--- src/rtl/pc_sequencer_if.sv ---
// rtl/pc_sequencer_if.sv - control, branch-target LUT and status bundle of the PC sequencer
interface pc_sequencer_if #(
   parameter int D = 12
);
   logic         start;
   logic         stall;
   logic [3:0]   br_idx;
   logic         br_abs;
   logic         br_rel;
   logic         taken;
   logic [7:0]   rel_off;
   logic         call;
   logic         ret;
   logic         halt;
   logic [3:0]   lut_addr;
   logic [D-1:0] lut_target;
   logic [D-1:0] pc;
   logic         running;
   logic         done;
   logic         stack_err;

   modport master (
      output start, stall, br_idx, br_abs, br_rel, taken, rel_off, call, ret, halt, lut_target,
      input  lut_addr, pc, running, done, stack_err
   );

   modport slave (
      input  start, stall, br_idx, br_abs, br_rel, taken, rel_off, call, ret, halt, lut_target,
      output lut_addr, pc, running, done, stack_err
   );
endinterface

--- src/rtl/pc_sequencer.sv ---
// rtl/pc_sequencer.sv - fetch-stage program counter sequencer with return-address stack
module pc_sequencer #(
   parameter int D  = 12,
   parameter int SD = 4
) (
   input  logic          clk,
   input  logic          rst,
   pc_sequencer_if.slave bus
);
   localparam int PW = $clog2(SD);
   localparam int CW = PW + 1;

   typedef enum logic [1:0] {
      S_IDLE,
      S_RUN,
      S_HALTED
   } state_t;

   state_t        state;
   logic [D-1:0]  pc;
   logic [D-1:0]  stack_mem [SD];
   logic [CW-1:0] depth;
   logic          running;
   logic          done;
   logic          stack_err;

   logic [D-1:0]  rel_ext;
   logic [D-1:0]  pc_inc;
   logic [D-1:0]  pc_rel;
   logic [PW-1:0] push_idx;
   logic [PW-1:0] pop_idx;
   logic          stack_empty;
   logic          stack_full;

   assign rel_ext     = {{(D-8){bus.rel_off[7]}}, bus.rel_off};
   assign pc_inc      = pc + D'(1);
   assign pc_rel      = pc + rel_ext;
   // depth is one wider than the index so "full" is distinguishable from "empty"
   assign push_idx    = depth[PW-1:0];
   assign pop_idx     = push_idx - PW'(1);
   assign stack_empty = (depth == '0);
   assign stack_full  = (depth == CW'(SD));

   assign bus.lut_addr  = bus.br_idx;
   assign bus.pc        = pc;
   assign bus.running   = running;
   assign bus.done      = done;
   assign bus.stack_err = stack_err;

   always_ff @(posedge clk) begin
      if (rst) begin
         state     <= S_IDLE;
         pc        <= '0;
         depth     <= '0;
         stack_err <= 1'b0;
         running   <= 1'b0;
         done      <= 1'b0;
      end else begin
         unique case (state)
            S_IDLE: begin
               if (bus.start) begin
                  state   <= S_RUN;
                  pc      <= '0;
                  running <= 1'b1;
                  done    <= 1'b0;
               end
            end

            S_RUN: begin
               if (!bus.stall) begin
                  if (bus.halt) begin
                     state   <= S_HALTED;
                     running <= 1'b0;
                     done    <= 1'b1;
                  end else if (bus.ret) begin
                     if (!stack_empty) begin
                        pc    <= stack_mem[pop_idx];
                        depth <= depth - CW'(1);
                     end else begin
                        stack_err <= 1'b1;
                        pc        <= pc_inc;
                     end
                  end else if (bus.call) begin
                     if (!stack_full) begin
                        stack_mem[push_idx] <= pc_inc;
                        depth               <= depth + CW'(1);
                        pc                  <= bus.lut_target;
                     end else begin
                        stack_err <= 1'b1;
                        pc        <= pc_inc;
                     end
                  end else if (bus.br_abs && bus.taken) begin
                     pc <= bus.lut_target;
                  end else if (bus.br_rel && bus.taken) begin
                     pc <= pc_rel;
                  end else begin
                     pc <= pc_inc;
                  end
               end
            end

            S_HALTED: begin
               // restart clears the stack and the sticky error
               if (bus.start) begin
                  state     <= S_RUN;
                  pc        <= '0;
                  depth     <= '0;
                  stack_err <= 1'b0;
                  running   <= 1'b1;
                  done      <= 1'b0;
               end
            end

            default: begin
               state   <= S_IDLE;
               pc      <= '0;
               depth   <= '0;
               running <= 1'b0;
               done    <= 1'b0;
            end
         endcase
      end
   end
endmodule

--- src/flat_wrapper.sv ---
// flat-port wrapper written by rule: the top's interface ports become plain ports
module pc_sequencer_flat 
#(
   parameter int D  = 12,
   parameter int SD = 4
)
  (clk, rst, bus_start, bus_stall, bus_br_idx, bus_br_abs, bus_br_rel, bus_taken, bus_rel_off, bus_call, bus_ret, bus_halt, bus_lut_target, bus_lut_addr, bus_pc, bus_running, bus_done, bus_stack_err);
  pc_sequencer_if #(.D(D)) bus_i ();
  input  logic clk;
  input  logic rst;
  input wire logic [$bits(bus_i.start)-1:0] bus_start;
  input wire logic [$bits(bus_i.stall)-1:0] bus_stall;
  input wire logic [$bits(bus_i.br_idx)-1:0] bus_br_idx;
  input wire logic [$bits(bus_i.br_abs)-1:0] bus_br_abs;
  input wire logic [$bits(bus_i.br_rel)-1:0] bus_br_rel;
  input wire logic [$bits(bus_i.taken)-1:0] bus_taken;
  input wire logic [$bits(bus_i.rel_off)-1:0] bus_rel_off;
  input wire logic [$bits(bus_i.call)-1:0] bus_call;
  input wire logic [$bits(bus_i.ret)-1:0] bus_ret;
  input wire logic [$bits(bus_i.halt)-1:0] bus_halt;
  input wire logic [$bits(bus_i.lut_target)-1:0] bus_lut_target;
  output wire logic [$bits(bus_i.lut_addr)-1:0] bus_lut_addr;
  output wire logic [$bits(bus_i.pc)-1:0] bus_pc;
  output wire logic [$bits(bus_i.running)-1:0] bus_running;
  output wire logic [$bits(bus_i.done)-1:0] bus_done;
  output wire logic [$bits(bus_i.stack_err)-1:0] bus_stack_err;
  assign bus_i.start = bus_start;
  assign bus_i.stall = bus_stall;
  assign bus_i.br_idx = bus_br_idx;
  assign bus_i.br_abs = bus_br_abs;
  assign bus_i.br_rel = bus_br_rel;
  assign bus_i.taken = bus_taken;
  assign bus_i.rel_off = bus_rel_off;
  assign bus_i.call = bus_call;
  assign bus_i.ret = bus_ret;
  assign bus_i.halt = bus_halt;
  assign bus_i.lut_target = bus_lut_target;
  assign bus_lut_addr = bus_i.lut_addr;
  assign bus_pc = bus_i.pc;
  assign bus_running = bus_i.running;
  assign bus_done = bus_i.done;
  assign bus_stack_err = bus_i.stack_err;
  pc_sequencer #(.D(D), .SD(SD)) u_core (.clk(clk), .rst(rst), .bus(bus_i));
endmodule
--- config.mk ---
export PLATFORM = sky130hd
export DESIGN_NAME = pc_sequencer_flat
export DESIGN_NICKNAME = d
export VERILOG_FILES = /design/src/rtl/pc_sequencer_if.sv /design/src/rtl/pc_sequencer.sv /design/src/flat_wrapper.sv
export SDC_FILE = /design/constraint.sdc
export NUM_CORES = 1
export LEC_CHECK = 0
export CAP_MARGIN = 15
export CELL_PAD_IN_SITES_DETAIL_PLACEMENT = 0
export CELL_PAD_IN_SITES_GLOBAL_PLACEMENT = 1
export CORE_MARGIN = 2
export CORE_UTILIZATION = 26
export CTS_BUF_LIST = sky130_fd_sc_hd__clkbuf_4 sky130_fd_sc_hd__clkbuf_8
export DETAILED_ROUTE_END_ITERATION = 8
export PLACE_DENSITY_LB_ADDON = 0.12
export SLEW_MARGIN = 5
export SYNTH_ARGS = -nofsm -noshare
export SYNTH_HDL_FRONTEND = slang
export SYNTH_SLANG_ARGS = --single-unit
--- constraint.sdc ---
create_clock -name clk -period 4.3 [get_ports clk]
set_input_delay 1.075 -clock clk [delete_from_list [all_inputs] [get_ports clk]]
set_output_delay 1.075 -clock clk [all_outputs]
set_load 0.01 [all_outputs]
# ---- Word-level counts from Yosys, hierarchy flattened
# Memories as Yosys holds them, arrays and structs flattened.
# Cells that the tools add are included.
dict set report totals {
  register_bits 20
  latch_bits 0
  ram_bits 48
  rom_bits 0
  inputBits 34
  output_inout_bits 19
  wordCells 81
  mem_count 1
}
dict set report op_classes {
  n_addsub 5
  n_mul 0
  n_div 0
  magnitude_cmp 0
  eq_ne 13
  shifts 0
  n_mux 45
  n_bitwise 1
  n_reduce_logical 10
}
# name depth width rd rd_clocked_by_memory_dff wr line_no
set memory_table {}
lappend memory_table {u_core.stack_mem 4 12 1 0 1 pc_sequencer.sv:21} ;# logic [D-1:0] stack_mem [SD];
# cell count
set op_table {}
lappend op_table {{$mux W12} 9}
lappend op_table {{$pmux W12 S2} 1}
lappend op_table {{$mux W3} 7}
lappend op_table {{$mux W1} 20}
lappend op_table {{$reduce_and A7 Y1} 2}
lappend op_table {{$add A12 B1 Y12 const B} 1}
lappend op_table {{$add A12 B12 Y12} 1}
lappend op_table {{$ne A3 B3 Y1 const B} 3}
lappend op_table {{$pmux W3 S3} 1}
lappend op_table {{$ne A2 B2 Y1 const B} 4}
lappend op_table {{$mux W2} 3}
lappend op_table {{$ne A3 B2 Y1 const B} 2}
lappend op_table {{$pmux W1 S2} 3}
lappend op_table {{$reduce_and A3 Y1} 2}
lappend op_table {{$pmux W2 S2} 1}
lappend op_table {{$add A3 B1 Y3 const B} 1}
lappend op_table {{$eq A3 B3 Y1 const B} 1}
lappend op_table {{$logic_not A3 Y1} 1}
lappend op_table {{$sub A3 B1 Y3 const B} 1}
lappend op_table {{$eq A2 B1 Y1 const B} 1}
lappend op_table {{$eq A2 B2 Y1 const B} 1}
lappend op_table {{$logic_and A1 B1 Y1} 2}
lappend op_table {{$logic_not A2 Y1} 1}
lappend op_table {{$ne A2 B1 Y1 const B} 1}
lappend op_table {{4 further kinds} 4}

# ---- Logic depth before layout (Yosys ltp)
# Gate-level depths: netlist of run 1.
dict set report depth {
  ltp_word 9
  mapped_depth 11
  ltp_nobuf 8
}

# ---- Worst setup path before layout of run 1
# No wires, ideal clock.
dict set report synth_path {
  path_type {input to register}
  from {in bus_rel_off[0]}
  to {reg u_core.pc[8], in the netlist u_core.bus.pc[8]}
  setup_ns 0.136
  t_arrival_ns 2.834
  required_time_ns 4.164
  path_slack_ns 1.330
  cell_stages 8
  path_buffers 0
  path_cell_list {ha_1 fa_1 a211oi_1 o21ai_1 a41oi_1 xnor2_1 a2111oi_0 o32ai_1}
}
dict set report synth_between {
  elab_chain_len 8
}
# item line_no
set synth_rtl {}
lappend synth_rtl {{from (decl)} flat_wrapper.sv:17} ;# input wire logic [$bits(bus_i.rel_off)-1:0] bus_rel_off;
lappend synth_rtl {{$add A12 B12 Y12} pc_sequencer.sv:37} ;# assign pc_rel = pc + rel_ext;
lappend synth_rtl {{$mux W12} pc_sequencer.sv:94} ;# end else if (bus.br_rel && bus.taken) begin
lappend synth_rtl {{$mux W12} pc_sequencer.sv:92} ;# end else if (bus.br_abs && bus.taken) begin
lappend synth_rtl {{$mux W12} pc_sequencer.sv:83} ;# end else if (bus.call) begin
lappend synth_rtl {{$mux W12} pc_sequencer.sv:75} ;# end else if (bus.ret) begin
lappend synth_rtl {{$mux W12} pc_sequencer.sv:71} ;# if (bus.halt) begin
lappend synth_rtl {{$mux W12} pc_sequencer.sv:70} ;# if (!bus.stall) begin
lappend synth_rtl {{$pmux W12 S2} pc_sequencer.sv:59} ;# unique case (state)
lappend synth_rtl {{to (signal assigned)} pc_sequencer.sv:77} ;# pc <= stack_mem[pop_idx];
lappend synth_rtl {{to (signal assigned)} pc_sequencer.sv:81} ;# pc <= pc_inc;
lappend synth_rtl {{to (signal assigned)} pc_sequencer.sv:87} ;# pc <= bus.lut_target;
lappend synth_rtl {{to (decl)} pc_sequencer.sv:20} ;# logic [D-1:0] pc;
# No other way between the ends. The select of a mux whose other input is x is not followed.
# A chain may end at the register's enable or synchronous reset.

# ---- Worst setup path after layout of run 1
dict set report layout_path {
  from {in bus_ret}
  to {mem u_core.stack_mem[3][7], enable pin}
}
dict set report layout_between {
  elab_chain_len 6
}
# item line_no
set layout_rtl {}
lappend layout_rtl {{from (decl)} flat_wrapper.sv:19} ;# input wire logic [$bits(bus_i.ret)-1:0] bus_ret;
lappend layout_rtl {{$mux W1} pc_sequencer.sv:75}
lappend layout_rtl {{$mux W1} pc_sequencer.sv:71}
lappend layout_rtl {{$mux W1} pc_sequencer.sv:70}
lappend layout_rtl {{$mux W1} pc_sequencer.sv:59}
lappend layout_rtl {{$mux W1} pc_sequencer.sv:51} ;# if (rst) begin
lappend layout_rtl {{$mux W1 (implied by the code)} pc_sequencer.sv:85} ;# stack_mem[push_idx] <= pc_inc;
lappend layout_rtl {{to (decl)} pc_sequencer.sv:21}
# No other way between the ends.

==> results.tsv, run 1 <==
stage	metric	value	unit
worst_setup_path	critical path cell sequence	clkdlybuf4s50_1, and2b_1, nand2_1, nor3_1, and2_1	
worst_setup_path	reg2reg path depth	6	
pwr	leakage	1.71	nW
pwr	power per cell area	562	nW/um2
synthesis	Mapped Avg Cell Area	10.4	um2
synthesis	prevailing post-synth register cell	edfxtp_1	
worst_hold_path	HP Start	u_core.bus.running	
route	Top Layer Used	met4	
final_layout	Area Overhead vs Synth	20.1	%
global_route	initial antenna violation count	0	
timing	Worst-Margin Slew	0.702	ns
timing	post-route clock period utilization	77.3	%
floorplan	Die Y	130	um
clocking	CTS max path bufs	2	
synthesis	sequential share of the synthesized area	44.3	%
floorplan	Core Area	15300	um2
synthesis	Seq cells post-synth	67	
final_layout	share of post-route cells with drive strength above 1	9.13	%
route	Routed WL per cell	19.5	um
worst_setup_path	Worst Path Required	4.29	ns
route	antenna-violating nets left	0	
worst_setup_path	WS Path Type	in -> reg	
floorplan	num rows	45	
synthesis	asr flop ratio synth	0	%
worst_setup_path	Worst path max stage delay	0.65	ns
synthesis	cell taking the most area after synthesis	edfxtp_1	
worst_hold_path	Worst Hold End	u_core.bus.running	
clocking	clock latency on the worst-skew pair	0.37	ns
clocking	Root Driver	clkbuf_8	
synthesis	Synth cell types	64	
clocking	hold buffers post-CTS	0	
synthesis	share of the synthesized area in the top cell type	35.1	%
global_route	largest net degree at the start of global routing	23	
worst_setup_path	crit path from	bus_ret	
worst_setup_path	Arr. time, crit path	3.31	ns
route	initial DRC count	165	
global_route	total gr overflow	0	
route	via count	3183	
final_layout	fin area	4940	um2
synthesis	post-synthesis cell count	395	
final_layout	fin util	32.2	%
clocking	number of gates resized after CTS	0	
clocking	CTS clk-pin slew, worst paths	0.08	ns
synthesis	most frequent cell after synthesis	edfxtp_1	
worst_hold_path	HP Class	reg -> reg	
timing	count of final setup violators	0	
timing	Max-slew headroom	53.2	%
global_route	number of global-route vias before repair	3227	
synthesis	Synth Cell Area	4110	um2
worst_setup_path	slowest CP cell	and2_1	
worst_setup_path	endpoint class of the critical path	flop	
route	First-pass DRT Iterations	4	
floorplan	# IOs	53	
global_route	All-Layer GR Usage	15.9	%
timing	RSZ-0062 raised after global routing	false	
route	Metal-1 WL	6.13	mm
clocking	H-tree level count	3	
synthesis	net count after synthesis	450	
synthesis	Synth top cells by count	edfxtp_1, nor2_1, nand2_1	
final_layout	number of antenna diodes	0	
synthesis	synth top area cells	edfxtp_1, dfxtp_1, mux4_2, ha_1, nor2_1	
timing	Fmax	0.301	GHz
worst_hold_path	hold depth	1	
run_status	status	complete, no violations	
clocking	TritonCTS clock tree	built	
final_layout	# nets final	488	
worst_setup_path	Worst setup SP type	input pin	
place	IO buf count	44	
route	Detailed Route WL	12.7	mm
run	Max-cap violations	0	
timing	final hold violations	0	
floorplan	die area	16800	um2
worst_setup_path	worst r2r src	u_core.depth[1]	
floorplan	die width	130	um
place	placed wire-length estimate	9.30	mm
synthesis	synth warn	0	
place	RD Place Congestion	0.800	
global_route	first-pass GRT wire length	19.5	mm
floorplan	Starting Density	26.8	%
timing	Setup TNS	0	ns
synthesis	EDFF count, synth	48	
timing	final worst path period need	3.33	ns
route	DR WL met2	5.83	mm
route	length of routed met3 wiring	456	um
worst_setup_path	r2r endpoint	u_core.stack_mem[3][7]	
worst_setup_path	CP Max Fanout	12	
pwr	Worst IR Drop VDD	0.213	mV
route	# DRC	0	
timing	Max Clock Skew	0.0150	ns
worst_setup_path	reg2reg setup slack	1.39	ns
clocking	Post-CTS Setup Inserts	0	
route	vias per inst	4.90	
timing	Slew Viols, Final	0	
clocking	Num Clock Sinks	67	
place	Area after DPL	4720	um2
clocking	CTS Buf Count	9	
-- logic make-up after synthesis --
logic type / count (synthesis) / share of synthesized area, %
and+or+nand+nor: 123 / 14.3
AOI/OAI and AO/OA: 114 / 18.7
DFF: 67 / 44.3
buffers and inverters: 35 / 4.35
adders and majority gates: 21 / 6.76
xor gates and xnor gates: 18 / 3.83
muxes: 17 / 7.79
-- cells in the final DEF (no fill, tap or decap), types with 3 or more instances in the layout --
cell type	netlist	layout
o21a_1	5	5
nor2_1	41	41
o21ai_0	25	24
ha_1	19	19
o221ai_1	3	3
edfxtp_1	48	48
a21o_1	7	7
a21boi_0	4	4
a31oi_1	7	7
nand2_1	37	37
or3_1	3	3
o211ai_1	4	4
dfxtp_1	19	19
a211oi_1	11	11
a311oi_1	3	3
buf_4	4	5
a21oi_1	21	21
mux2i_1	5	5
clkdlybuf4s50_1	0	44
xnor2_1	9	9
a221oi_1	3	3
clkbuf_8	0	9
inv_1	13	13
mux4_2	12	12
nand2b_1	4	4
and2_1	10	10
nor3_1	7	7
xor2_1	9	9
nand3_1	5	5
-- power breakdown --
group	switching (W)	leakage [nW]	internal [W]
Clock	0.000263	0.109	0.000325
Sequential	0.000110	0.599	0.000812
Combinational	0.000755	0.998	0.000512
Total	0.00113	1.71	0.00165
-- cell type report --
cell class | count | area [um2]
fill | 1625 | 10400
timing repair buffer | 49 | 478
multi-input combinational | 293 | 2110
inverter | 13 | 48.8
tap | 211 | 264
clock buffer | 9 | 124
clock inverter | 7 | 90.1
sequential | 67 | 1820
-- worst max-delay path by stage --
stage,endpoint,slack [ns],cells after the start
after global placement,u_core.bus.pc[8],0.66,9
after floorplan,u_core.bus.pc[8],1.33,8
after global routing,u_core.bus.pc[8],0.73,9
after detailed placement,u_core.stack_mem[3][1],0.57,5
final,u_core.stack_mem[3][7],0.97,5
after CTS,u_core.stack_mem[3][0],0.96,5
-- through the flow --
step	hold slack [ns]	cells	power, W	worst slack, ns
floorplan	0.467	395	0.00174	1.33
global placement	0.455	633	0.00221	0.658
detailed placement	0.469	633	0.00220	0.566
CTS	0.488	649	0.00281	0.959
global route	0.508	649	0.00297	0.731
finish	0.484	649	0.00278	0.974
-- state kept, by name (all words and copies together) (netlist names) --
register,count
u_core.state,2
u_core.depth,3
u_core.bus.pc,12
u_core.bus.running,1
u_core.stack_mem,48
u_core.bus.stack_err,1
-- worst max-delay path, delay by kind of cell --
family                 cells  cell delay [ns]
and+or+nand+nor            4             1.69
buffers and inverters      1             0.55
-- layer usage --
metal / GRT usage [%] / vias to the layer above
li1: - / 1565
met1: 21.6 / 1523
met2: 25.2 / 76
met3: 3.28 / 19
met4: 5.88 / 0
met5: 0 / -
No activity file was read; power rests on OpenSTA's default activity.
==> inputs of run 2 (changes only) <==
==> constraint.sdc (replaced) <==
create_clock -name clk -period 3.08 [get_ports clk]
set_input_delay 0.77 -clock clk [delete_from_list [all_inputs] [get_ports clk]]
set_output_delay 0.77 -clock clk [all_outputs]
set_load 0.01 [all_outputs]
==> run 2 against run 1 <==
First-iteration DRC count up 39%. Highest routed layer unchanged. Sequential power is 38% higher. Critical path depth is 4 higher. Clock skew down 0.0019 ns. Hold slack improved by 0.0011 ns. Register-to-register slack got worse by 0.72 ns. Combinational power is 48% higher. Utilization up 1.9 points.
==> results.tsv, run 2 (synthesis results as in run 1) <==
stage	metric	value	unit	change
timing	Max Clock Skew	0.0132	ns	-0.00185 ns
route	# DRC	0		unchanged
global_route	All-Layer GR Usage	16.0	%	+0.068 points
pwr	switch share	40.1	%	-0.59 points
worst_setup_path	Worst Path Required	3.31	ns	-0.98 ns
final_layout	fin util	34.1	%	+1.9 points
timing	Worst-Margin Slew	0.601	ns	-0.101 ns
run_status	status	complete, no violations		
pwr	Worst IR Drop VDD	0.363	mV	+70%
global_route	first-pass GRT wire length	19.8	mm	+1.5%
final_layout	Reg area	1820	um2	unchanged
worst_setup_path	Worst path max stage delay	0.41	ns	-0.24 ns
floorplan	Starting Density	26.8	%	unchanged
final_layout	Non-Filler Instances	677		+4.3%
timing	count of final setup violators	0		unchanged
floorplan	# IOs	53		unchanged
final_layout	most common cell after layout, fill and taps aside	edfxtp_1		
pwr	P_sw	0.00161	W	+43%
route	antenna-violating nets left	0		unchanged
timing	Max-slew headroom	59.6	%	+6.4 points
floorplan	Die Y	130	um	unchanged
final_layout	Largest Register	u_core.stack_mem		
place	placed wire-length estimate	9.46	mm	+1.7%
final_layout	area of the multi-input gates	2120	um2	+0.30%
place	IO buf count	44		unchanged
pwr	leakage	1.86	nW	+9.2%
place	Placed Cells incl. Taps	661		+4.4%
route	via count	3273		+2.8%
clocking	clock latency on the worst-skew pair	0.36	ns	about the same
timing	Slew Viols, Final	0		unchanged
worst_setup_path	Worst setup SP type	input pin		
final_layout	top flop regs	u_core.stack_mem (48), u_core.bus.pc (12), u_core.depth (3)		
pwr	clock share of power	21.6	%	+0.4 points
floorplan	die area	16800	um2	unchanged
pwr	Flop pwr share	31.6	%	-1.6 points
worst_setup_path	slowest CP cell	clkdlybuf4s50_1		
route	Detailed Route WL	12.6	mm	-0.54%
final_layout	number of antenna diodes	0		unchanged
final_layout	fin area	5220	um2	+5.8%
route	initial DRC count	229		+39%
final_layout	share of post-route cells with drive strength above 1	15.2	%	+6.1 points
floorplan	die width	130	um	unchanged
final_layout	Area Overhead vs Synth	27.0	%	
worst_setup_path	CP Max Fanout	3		-9
floorplan	Core Area	15300	um2	unchanged
place	Post-Place Setup Slack	-0.232	ns	-0.798 ns
final_layout	Largest register FFs	48		unchanged
worst_setup_path	Crit path buffers/inverters	1		unchanged
worst_setup_path	WS Path Type	in -> reg		
clocking	Num Clock Sinks	67		unchanged
pwr	Logic pwr share	46.8	%	+1.2 points
timing	Setup WS post-layout	0.278	ns	-0.696 ns
pwr	power per cell area	770	nW/um2	+37%
timing	final worst path period need	2.80	ns	
worst_setup_path	delay-heaviest family, CP	compound AO/OA/AOI/OAI gates		
global_route	initial antenna violation count	0		unchanged
worst_setup_path	endpoint class of the critical path	flop		
worst_hold_path	HP Class	reg -> reg		
global_route	total gr overflow	0		unchanged
worst_setup_path	Arr. time, crit path	3.04	ns	-0.27 ns
place	Area after DPL	4980	um2	+5.5%
route	Routed WL per cell	18.6	um	-4.7%
global_route	number of global-route vias before repair	3354		+3.9%
clocking	CTS max path bufs	2		unchanged
clocking	CTS Buf Count	9		unchanged
clocking	hold buffers post-CTS	0		unchanged
timing	Fmax	0.357	GHz	
worst_setup_path	critical path cell sequence	clkdlybuf4s50_1, ha_1, fa_1, a211oi_2, o21ai_1, a41oi_1, xnor2_1, a2111oi_1, o32ai_1		
clocking	CTS clk-pin slew, worst paths	0.08	ns	about the same
run	Max-cap violations	0		unchanged
clocking	TritonCTS clock tree	built		
global_route	largest net degree at the start of global routing	22		-4.3%
timing	final hold violations	0		unchanged
final_layout	most frequent cells in the layout	edfxtp_1, clkdlybuf4s50_1, nor2_1		
clocking	Root Driver	clkbuf_8		
route	First-pass DRT Iterations	4		unchanged
place	RD Place Congestion	0.827		+3.4%
route	vias per inst	4.83		-1.4%
clocking	H-tree level count	3		unchanged
pwr	Internal	0.00241	W	+46%
final_layout	Fillers	1599		-1.6%
floorplan	num rows	45		unchanged
timing	RSZ-0062 raised after global routing	false		
timing	post-route clock period utilization	91.0	%	
final_layout	# nets final	516		+5.7%
-- run 2: changes by cell type in the layout (fill, tap and decap cells not counted), sizes merged --
cell	change
buf	+28
clkinv	-3
inv	+2
clkinvlp	+1
-- run 2: cell type report --
| class | instances | share of cell area (%) |
|---|---|---|
| flip-flops and latches | 67 | 34.9 |
| multi-input cells | 293 | 40.5 |
| clock inverters | 7 | 2.06 |
| clock buffers | 9 | 2.37 |
| repair buffers | 77 | 14.1 |
| well taps | 211 | 5.06 |
| inverters | 13 | 0.935 |
-- run 2: worst paths after layout --
kind         cells after the start            endpoint  slack (ns)                from
max                              9    u_core.bus.pc[8]        0.28      bus_rel_off[0]
min                              1  u_core.bus.running        0.49  u_core.bus.running
max reg2reg                      6   u_core.bus.pc[11]        0.67    u_core.bus.pc[4]
min reg2reg                      1  u_core.bus.running        0.49  u_core.bus.running
-- run 2: repair_timing --
item / 4_1_cts / 5_1_grt
endpoints found under the setup margin: 0 / 1
setup buffers: 0 / 0
resized for setup: 0 / 2
-- run 2: stage by stage --
stage / total power [W] / TNS (ns) / hold WS [ns]
5_1_grt: 0.00433 / 0 / 0.503
4_1_cts: 0.00406 / 0 / 0.496
3_5_place_dp: 0.00318 / -0.305 / 0.476
2_1_floorplan: 0.00242 / 0 / 0.467
6_report: 0.00402 / 0 / 0.486
3_3_place_gp: 0.00318 / -0.247 / 0.459
-- run 2: worst reg2reg max path, stage by stage (launching register included) --
cell	delay, ns
dfxtp_1	0.49
nand3_2	0.24
nor4_2	0.40
xor2_1	0.51
o2111ai_1	0.20
a311o_1	0.37
a31oi_1	0.13
-- run 2: per-layer routing --
metal / global-route usage, % / routed length [um] / share of wire, %
met5: 0 / 0 / 0
met2: 25.3 / 5840 / 46
met4: 4.87 / 189 / 1.5
met3: 2.91 / 365 / 2.9
met1: 22.4 / 6200 / 49
-- run 2: power by group through the flow --
| stage | Combinational, W | Sequential, W | Clock (W) |
|---|---|---|---|
| detailed placement | 0.00189 | 0.00129 | 0 |
| finish | 0.00188 | 0.00127 | 0.000869 |
| CTS | 0.00190 | 0.00127 | 0.000891 |
| floorplan | 0.00112 | 0.00130 | 0 |
| global placement | 0.00189 | 0.00129 | 0 |
| global route | 0.00211 | 0.00129 | 0.000932 |
